--- src/rtl/riscv_defs_pkg.sv ---
// Shared fetch-path definitions: widths, imem size, reset defaults, the FIFO entry and FSM state.
// Latency: n/a (types and constants only).
// Backpressure: n/a.
// Contents: NB_ADDR/NB_INSTR fix the width of fetch_entry_t and therefore of every fetch-path bus.
package riscv_defs;

   localparam int NB_ADDR         = 32;
   localparam int NB_INSTR        = 32;
   localparam int MEM_SIZE        = 256;   // imem size in bytes
   localparam int FETCH_DEPTH_DEF = 2;
   localparam logic [NB_ADDR-1:0] RESET_PC_DEF = '0;

   typedef struct packed {
      logic [NB_ADDR-1:0]  pc;
      logic [NB_INSTR-1:0] instr;
   } fetch_entry_t;

   typedef enum logic {FETCH, FAULT} ifetch_state_t;

endpackage

--- src/rtl/ifetch_ctrl_fetch_fifo.sv ---
// Synchronous prefetch FIFO of fetch_entry_t with flush.
// Latency: a pushed entry is visible at the head on the cycle after the push.
// Backpressure: a push is dropped when the FIFO is full, unless a pop happens in the same cycle.
// Ports: clk, rst (sync, active-high); push/pop/flush, wdata in; rdata (head), full, count out.
module fetch_fifo
   import riscv_defs::*;
#(
   parameter int DEPTH = 2
) (
   input  logic                     clk,
   input  logic                     rst,
   input  logic                     push,
   input  logic                     pop,
   input  logic                     flush,
   input  fetch_entry_t             wdata,
   output fetch_entry_t             rdata,
   output logic                     full,
   output logic [$clog2(DEPTH):0]   count
);

   localparam int PW = $clog2(DEPTH);
   localparam logic [PW:0] CNT_FULL = (PW+1)'(DEPTH);

   fetch_entry_t  mem [DEPTH];
   logic [PW-1:0] wr_ptr;
   logic [PW-1:0] rd_ptr;
   logic [PW:0]   cnt;
   logic          do_push;
   logic          do_pop;

   assign full    = (cnt == CNT_FULL);
   assign do_pop  = pop && (cnt != '0);
   // A simultaneous pop frees the slot the push needs, so full does not block it.
   assign do_push = push && (!full || do_pop);
   assign rdata   = mem[rd_ptr];
   assign count   = cnt;

   always_ff @(posedge clk) begin
      if (rst) begin
         wr_ptr <= '0;
         rd_ptr <= '0;
         cnt    <= '0;
         // Entries are cleared so the head reads as zero straight out of reset.
         for (int i = 0; i < DEPTH; i++) mem[i] <= '0;
      end else if (flush) begin
         wr_ptr <= '0;
         rd_ptr <= '0;
         cnt    <= '0;
      end else begin
         if (do_push) begin
            mem[wr_ptr] <= wdata;
            wr_ptr      <= wr_ptr + 1'b1;
         end
         if (do_pop) rd_ptr <= rd_ptr + 1'b1;
         case ({do_push, do_pop})
            2'b10:   cnt <= cnt + 1'b1;
            2'b01:   cnt <= cnt - 1'b1;
            default: cnt <= cnt;
         endcase
      end
   end

endmodule

--- src/rtl/ifetch_ctrl.sv ---
// Instruction-fetch controller: owns the PC, reads imem combinationally and queues words toward decode.
// Latency: a word read in cycle N reaches decode in N+1 if the FIFO is empty; a redirect adds a 2-cycle bubble.
// Backpressure: when the FIFO is full and decode stalls, the PC and imem address hold.
// Ports: clk, rst (sync, active-high); imem_pc out / imem_instr in; redir_valid/redir_pc in;
//        dec_valid/dec_instr/dec_pc out with dec_ready in; fetch_fault out.
module ifetch_ctrl
   import riscv_defs::*;
#(
   parameter logic [NB_ADDR-1:0] RESET_PC    = RESET_PC_DEF,
   parameter int                 FETCH_DEPTH = FETCH_DEPTH_DEF
) (
   input  logic                clk,
   input  logic                rst,
   output logic [NB_ADDR-1:0]  imem_pc,
   input  logic [NB_INSTR-1:0] imem_instr,
   input  logic                redir_valid,
   input  logic [NB_ADDR-1:0]  redir_pc,
   output logic                dec_valid,
   input  logic                dec_ready,
   output logic [NB_INSTR-1:0] dec_instr,
   output logic [NB_ADDR-1:0]  dec_pc,
   output logic                fetch_fault
);

   ifetch_state_t                 state;
   logic [NB_ADDR-1:0]            pc;
   logic [NB_ADDR:0]              pc_last_byte;
   logic                          pc_bad;
   logic                          pop;
   logic                          push;
   logic                          fifo_full;
   logic [$clog2(FETCH_DEPTH):0]  fifo_cnt;
   fetch_entry_t                  wr_entry;
   fetch_entry_t                  head;

   assign imem_pc = pc;

   // One extra bit so the last-byte address cannot wrap around the range check.
   assign pc_last_byte = {1'b0, pc} + (NB_ADDR+1)'(3);
   assign pc_bad       = (pc[1:0] != 2'b00) || (pc_last_byte >= (NB_ADDR+1)'(MEM_SIZE));

   assign pop  = dec_valid && dec_ready;
   assign push = (state == FETCH) && !redir_valid && !pc_bad && (!fifo_full || pop);

   assign wr_entry.pc    = pc;
   assign wr_entry.instr = imem_instr;

   fetch_fifo #(.DEPTH(FETCH_DEPTH)) u_fifo (
      .clk   (clk),
      .rst   (rst),
      .push  (push),
      .pop   (pop && !redir_valid),   // a redirect discards the head instead of handing it over
      .flush (redir_valid),
      .wdata (wr_entry),
      .rdata (head),
      .full  (fifo_full),
      .count (fifo_cnt)
   );

   assign dec_valid = (fifo_cnt != '0);
   assign dec_instr = head.instr;
   assign dec_pc    = head.pc;

   always_ff @(posedge clk) begin
      if (rst) begin
         state       <= FETCH;
         pc          <= RESET_PC;
         fetch_fault <= 1'b0;
      end else if (redir_valid) begin
         // Target legality is evaluated on the following cycle, back in FETCH.
         state       <= FETCH;
         pc          <= redir_pc;
         fetch_fault <= 1'b0;
      end else begin
         case (state)
            FETCH: begin
               if (pc_bad) begin
                  state       <= FAULT;
                  fetch_fault <= 1'b1;
               end else if (push) begin
                  pc <= pc + NB_ADDR'(4);
               end
            end
            FAULT: begin
               // Halted until a redirect or reset; queued entries still drain.
               fetch_fault <= 1'b1;
            end
            default: state <= FETCH;
         endcase
      end
   end

endmodule

--- config.mk ---
export PLATFORM = sky130hd
export DESIGN_NAME = ifetch_ctrl
export DESIGN_NICKNAME = d
export VERILOG_FILES = /design/src/rtl/riscv_defs_pkg.sv /design/src/rtl/ifetch_ctrl_fetch_fifo.sv /design/src/rtl/ifetch_ctrl.sv
export SDC_FILE = /design/constraint.sdc
export NUM_CORES = 1
export LEC_CHECK = 0
export ABC_AREA = 1
export CELL_PAD_IN_SITES_DETAIL_PLACEMENT = 1
export CELL_PAD_IN_SITES_GLOBAL_PLACEMENT = 1
export CORE_ASPECT_RATIO = 1.4
export CORE_MARGIN = 4
export CORE_UTILIZATION = 39
export DETAILED_ROUTE_END_ITERATION = 10
export GPL_ROUTABILITY_DRIVEN = 1
export PLACE_DENSITY_LB_ADDON = 0.1
export SLEW_MARGIN = 15
export SYNTH_ARGS = -nofsm -noshare
export SYNTH_HDL_FRONTEND = slang
export SYNTH_SLANG_ARGS = --single-unit
--- constraint.sdc ---
create_clock -name clk -period 5.25 [get_ports clk]
set_input_delay 0.525 -clock clk [delete_from_list [all_inputs] [get_ports clk]]
set_output_delay 0.525 -clock clk [all_outputs]
set_load 0.02 [all_outputs]
# Word level (Yosys, flattened, before mapping)
# Memory sizes are Yosys's and may differ from the RTL's. A register that Yosys moved wholly into a read port is not among the register bits.
# Index checks and enable logic that the tools add are counted.
dict set report classes {
  add_sub_neg 6
  order_cmp 1
  eq_ne 6
  mux 20
  bitwise 1
  n_reduce_logical 20
}
# operator count
set op_table {}
lappend op_table {{two-way mux 32 bit} 4}
lappend op_table {{two-way mux 64 bit} 1}
lappend op_table {{OR reduction 64 bit} 1}
lappend op_table {{adder 32 x 2 -> 33 bit, second input constant} 1}
lappend op_table {{>= comparator 33 x 9 -> 1 bit, second input constant} 1}
lappend op_table {{adder 32 x 3 -> 32 bit, second input constant} 1}
lappend op_table {{two-way mux 1 bit} 13}
lappend op_table {{nonzero test 2 bit} 4}
lappend op_table {{logical AND 1 bit} 7}
lappend op_table {{inequality test 2 bit, second input constant} 3}
lappend op_table {{== test 2 bit, second input constant} 2}
lappend op_table {{case mux 2 bit (2 select lines)} 1}
lappend op_table {{logical NOT 1 bit} 3}
lappend op_table {{logical OR 1 bit} 3}
lappend op_table {{AND reduction 3 bit} 1}
lappend op_table {{adder 1 bit, second input constant} 2}
lappend op_table {{adder 2 x 1 -> 2 bit, second input constant} 1}
lappend op_table {{== test 2 x 1 -> 1 bit, second input constant} 1}
lappend op_table {{case mux 1 bit (2 select lines)} 1}
lappend op_table {{OR reduction 2 bit} 1}
lappend op_table {{subtractor 2 x 1 -> 2 bit, second input constant} 1}
lappend op_table {{inverter 1 bit} 1}
dict set report totals {
  ff_bits 38
  ramBits 128
  in_bits 68
  output_inout_bits 98
  word_cells 61
  n_memories 1
}
# memory depth width read_ports rd_ports_with_merged_regs wr line
set memory_table {}
lappend memory_table {u_fifo.mem 2 64 1 1 2 ifetch_ctrl_fetch_fifo.sv:24} ;# fetch_entry_t mem [DEPTH];

# Logic depth before layout (Yosys ltp)
dict set report depth {
  word_depth 13
  ltp_mapped 18
  ltp_nobuf 18
}

# Hierarchy
# A second synthesis with hierarchy kept.
dict set report unflattened {
  cells_unflattened 872
  area_unflattened_um2 8313.0
}
# module instances cells_each area_each_um2 seq_area_each_um2
set by_module_without_submodules {}
lappend by_module_without_submodules {fetch_fifo 1 445 5739.3 3943.8}
lappend by_module_without_submodules {ifetch_ctrl 1 427 2573.7 680.7}

# Worst setup path after synthesis
# Ideal clock, no wire load.
dict set report synth_timing {
  kind {reg2reg}
  from {reg pc[2], in the netlist imem_pc[2]}
  to {mem u_fifo.mem[0][0] (netlist bit), enable pin}
  setup_time_ps 424
  t_arrival_ps 3752
  required_time_ps 4826
  path_slack_ps 1075
  stages_incl_launch_ff 18
  n_path_buf 2
  period_less_slack_ps 4175
  path_cell_list {dfxtp_1 ha_1 inv_1 nor2_1 nand2_2 nor2_4 nand2_1 nand2_1 nand2_1 nor2_1 nand3_1 nor2_2 nand3_2 nor2_1 nand3_2 buf_6 buf_6 nand2_1}
}
# item line
set synth_lines {}
lappend synth_lines {{start, declared} ifetch_ctrl.sv:26} ;# logic [NB_ADDR-1:0] pc;
lappend synth_lines {{start signal, assigned} ifetch_ctrl.sv:72} ;# pc <= redir_pc;
lappend synth_lines {{start signal, assigned} ifetch_ctrl.sv:81} ;# pc <= pc + NB_ADDR'(4);
lappend synth_lines {{end, declared} ifetch_ctrl_fetch_fifo.sv:24}

==> metrics <==
largest net degree at the start of global routing=65; sequential-to-total area share from yosys stat=0.5924; layout cells sized above 1=0.1430; Sw Pwr=between 700 and 800 uW; Required @ worst endpoint=5.34 ns; status=finished, final reports clean; #FFs+latches synth=167; Die H=175.4 um; Die W=127.6 um; critical path type=flop to flop; DR iter-0 viols=between 200 and 300; dpl cell area=slightly below 10000 um2; Fin Setup TNS=0 ns; DRT Pass-1 Iters=4; CP Capture Type=flop; via count=roughly 6000; routed wire length=between 20 and 25 mm; Max Root-Sink Buffers=2; startpoint type of the worst setup path=flop; Sw Ratio=0.2561; Int Pwr=between 2 and 2.5 mW; VDD IR max=between 150 and 200 uV; maximum fanout along the worst path=between 60 and 70; Util after Layout=0.5317; Worst Skew=approximately 0.011 ns; DP Wirelength=15.27 mm; hold_sp=u_fifo.rd_ptr$_SDFFE_PP0P_; PnR worst setup slack=1.873 ns; commonest non-fill, non-tap cell in the layout=clkdlybuf4s50_1; vias in the first global route=~6300; CTS H-tree lvls=4; Layout area overhead=34.64%; Tot Pwr=between 3 and 4 mW; Final nets=roughly 1100; num ports=166; CTS tree=done; CTS sink cnt=around 170; GRT overflow=0; clock slew at reported path FFs=approximately 0.070 ns; synthesized cell area=~7800 um2; global-route wire length before repair=about 33 mm; most frequent cells in the layout=clkdlybuf4s50_1 (165), nand2_1 (156), edfxtp_1 (128); gpl congestion=slightly above 0.9; Root Driver=clkbuf_16; max-cap violation count=0; Max Slew Vio Count=0; die footprint=approximately 22000 um2; sequential share of power=0.498; Final Hold Viols=0; Combinational Power Share=0.104; Slew HR=0.4819; Starting Density=0.3949; period utilization=0.6433; post-synthesis cell count=just under 800; Leak Pwr=a little over 4 nW; WL per Instance=about 17 um; vias per inst=4.796; Max Fclk=roughly 300 MHz; GRT Total Usage=0.1893; Worst-Skew Late Latency=0.43 ns; final setup vio count=0; Critical Path Start=imem_pc[2]$_SDFFE_PP0P_; RSZ-0062 raised after global routing=false; PortBufs=roughly 170; row cnt=just over 60; Arr. time, crit path=~3.5 ns; worst-margin pin slew=between 0.7 and 0.8 ns; DP Worst Slack=1.895 ns; CTS resizes=0; clock share of power=0.397; Synthesis Warnings=0; ant diodes=0; Hold WC Path Type=flop to flop; antenna-violating nets left=0; clock buffer count from CTS=17; Design Area, Final=10510 um2; DRC=0; cts hold-fix bufs=0; min Tclk post-route=3.377 ns; power per cell area=roughly 290 nW/um2; Synth Area per Inst=roughly 10 um2; synth unique cells=33; Post-CTS Setup Bufs=0; Placeable Area=19770 um2; worst reg2reg path startpoint=imem_pc[2]$_SDFFE_PP0P_; initial antenna violation count=0
==> routing by layer <==
layer / share of wire / GRT usage
met5: 0 / 0
met3: 0.038 / 0.03894
met1: 0.39 / 0.2045
met2: 0.55 / 0.3579
met4: 0.028 / 0.07124
==> kinds of logic after synthesis <==
| kind of cell | after synthesis | share of synthesized area |
|---|---|---|
| AND/OR/NAND/NOR | 381 | 0.2167 |
| flip-flops | 167 | 0.5924 |
| buffers and inverters | 103 | 0.05321 |
| multiplexers | 65 | 0.09360 |
| AO/OA/AOI/OAI | 60 | 0.04039 |
| adder cells (fa/ha/maj) | 2 | 0.003205 |
| other | 1 | 0.0004804 |
==> through the flow <==
| stage | std cells | hold slack [ns] |
|---|---|---|
| floorplan | 830 | 0.4369 |
| global placement | 1227 | 0.4566 |
| detailed placement | 1227 | 0.4676 |
| CTS | 1259 | 0.4806 |
| global route | 1259 | 0.5066 |
| finish | 1259 | 0.4780 |
==> sequential cells by signal, indices dropped and copies added (netlist names), named ones only <==
| signal | cells |
|---|---|
| u_fifo.mem | 128 |
| imem_pc | 32 |
| u_fifo.count | 2 |
| fetch_fault | 1 |
| state | 1 |
| u_fifo.rd_ptr | 1 |
| u_fifo.wr_ptr | 1 |
==> cells in the mapped netlist, drive strengths merged <==
cell type	instances	area share
nor3	3	0.0019
inv	74	0.036
a21oi	41	0.026
ha	2	0.0032
and2	1	0.00080
mux2i	1	0.0013
nand2	161	0.078
clkbuf	22	0.011
and3	1	0.00080
nor2	152	0.088
edfxtp	128	0.49
mux2	64	0.092
conb	1	0.00048
buf	7	0.0071
o21ai	13	0.0083
o211ai	1	0.00096
or2	2	0.0016
nand3b	9	0.0087
o21bai	3	0.0029
nand4	3	0.0024
dfxtp	39	0.10
o31ai	2	0.0019
nor3b	1	0.00096
nand3	48	0.033
==> area by class of cell <==
class / instances / area, um2
inverter: 74 / 277.8
timing repair buffer: 174 / 1744
clock inverter: 15 / 158.9
multi-input combinational: 560 / 2963
tap: 252 / 315.3
sequential: 167 / 4626
clock buffer: 17 / 425.4
fill: 2222 / 9258
==> power groups by stage <==
stage / Sequential, mW / Clock, mW / Combinational [mW]
6_report: 1.52 / 1.21 / 0.317
5_1_grt: 1.52 / 1.30 / 0.343
4_1_cts: 1.52 / 1.24 / 0.321
3_5_place_dp: 1.55 / 0 / 0.319
3_3_place_gp: 1.54 / 0 / 0.318
2_1_floorplan: 1.55 / 0 / 0.138
==> critical path, stage by stage, from the launching register on <==
cell	delay (ns)
dfxtp_1	0.47
ha_1	0.28
inv_1	0.08
nor2_1	0.21
nand3_1	0.22
o21ai_1	0.17
nand2_1	0.07
a21oi_1	0.17
nand3_1	0.11
nor2_2	0.16
nand3_2	0.12
nor2_2	0.12
nand2_1	0.06
buf_4	0.29
nand2_2	0.14
buf_12	0.33
==> final timing paths <==
| kind | end | slack, ns | depth (start not counted) |
|---|---|---|---|
| worst max-delay path | u_fifo.mem[1][27]$_SDFFCE_PN0P_ | 1.87 | 15 |
| worst min-delay path | u_fifo.rd_ptr$_SDFFE_PP0P_ | 0.48 | 2 |
| worst max register to register | u_fifo.mem[1][27]$_SDFFCE_PN0P_ | 1.87 | 15 |
| worst min register to register | u_fifo.rd_ptr$_SDFFE_PP0P_ | 0.48 | 2 |
No activity file was read; power rests on OpenSTA's default activity.
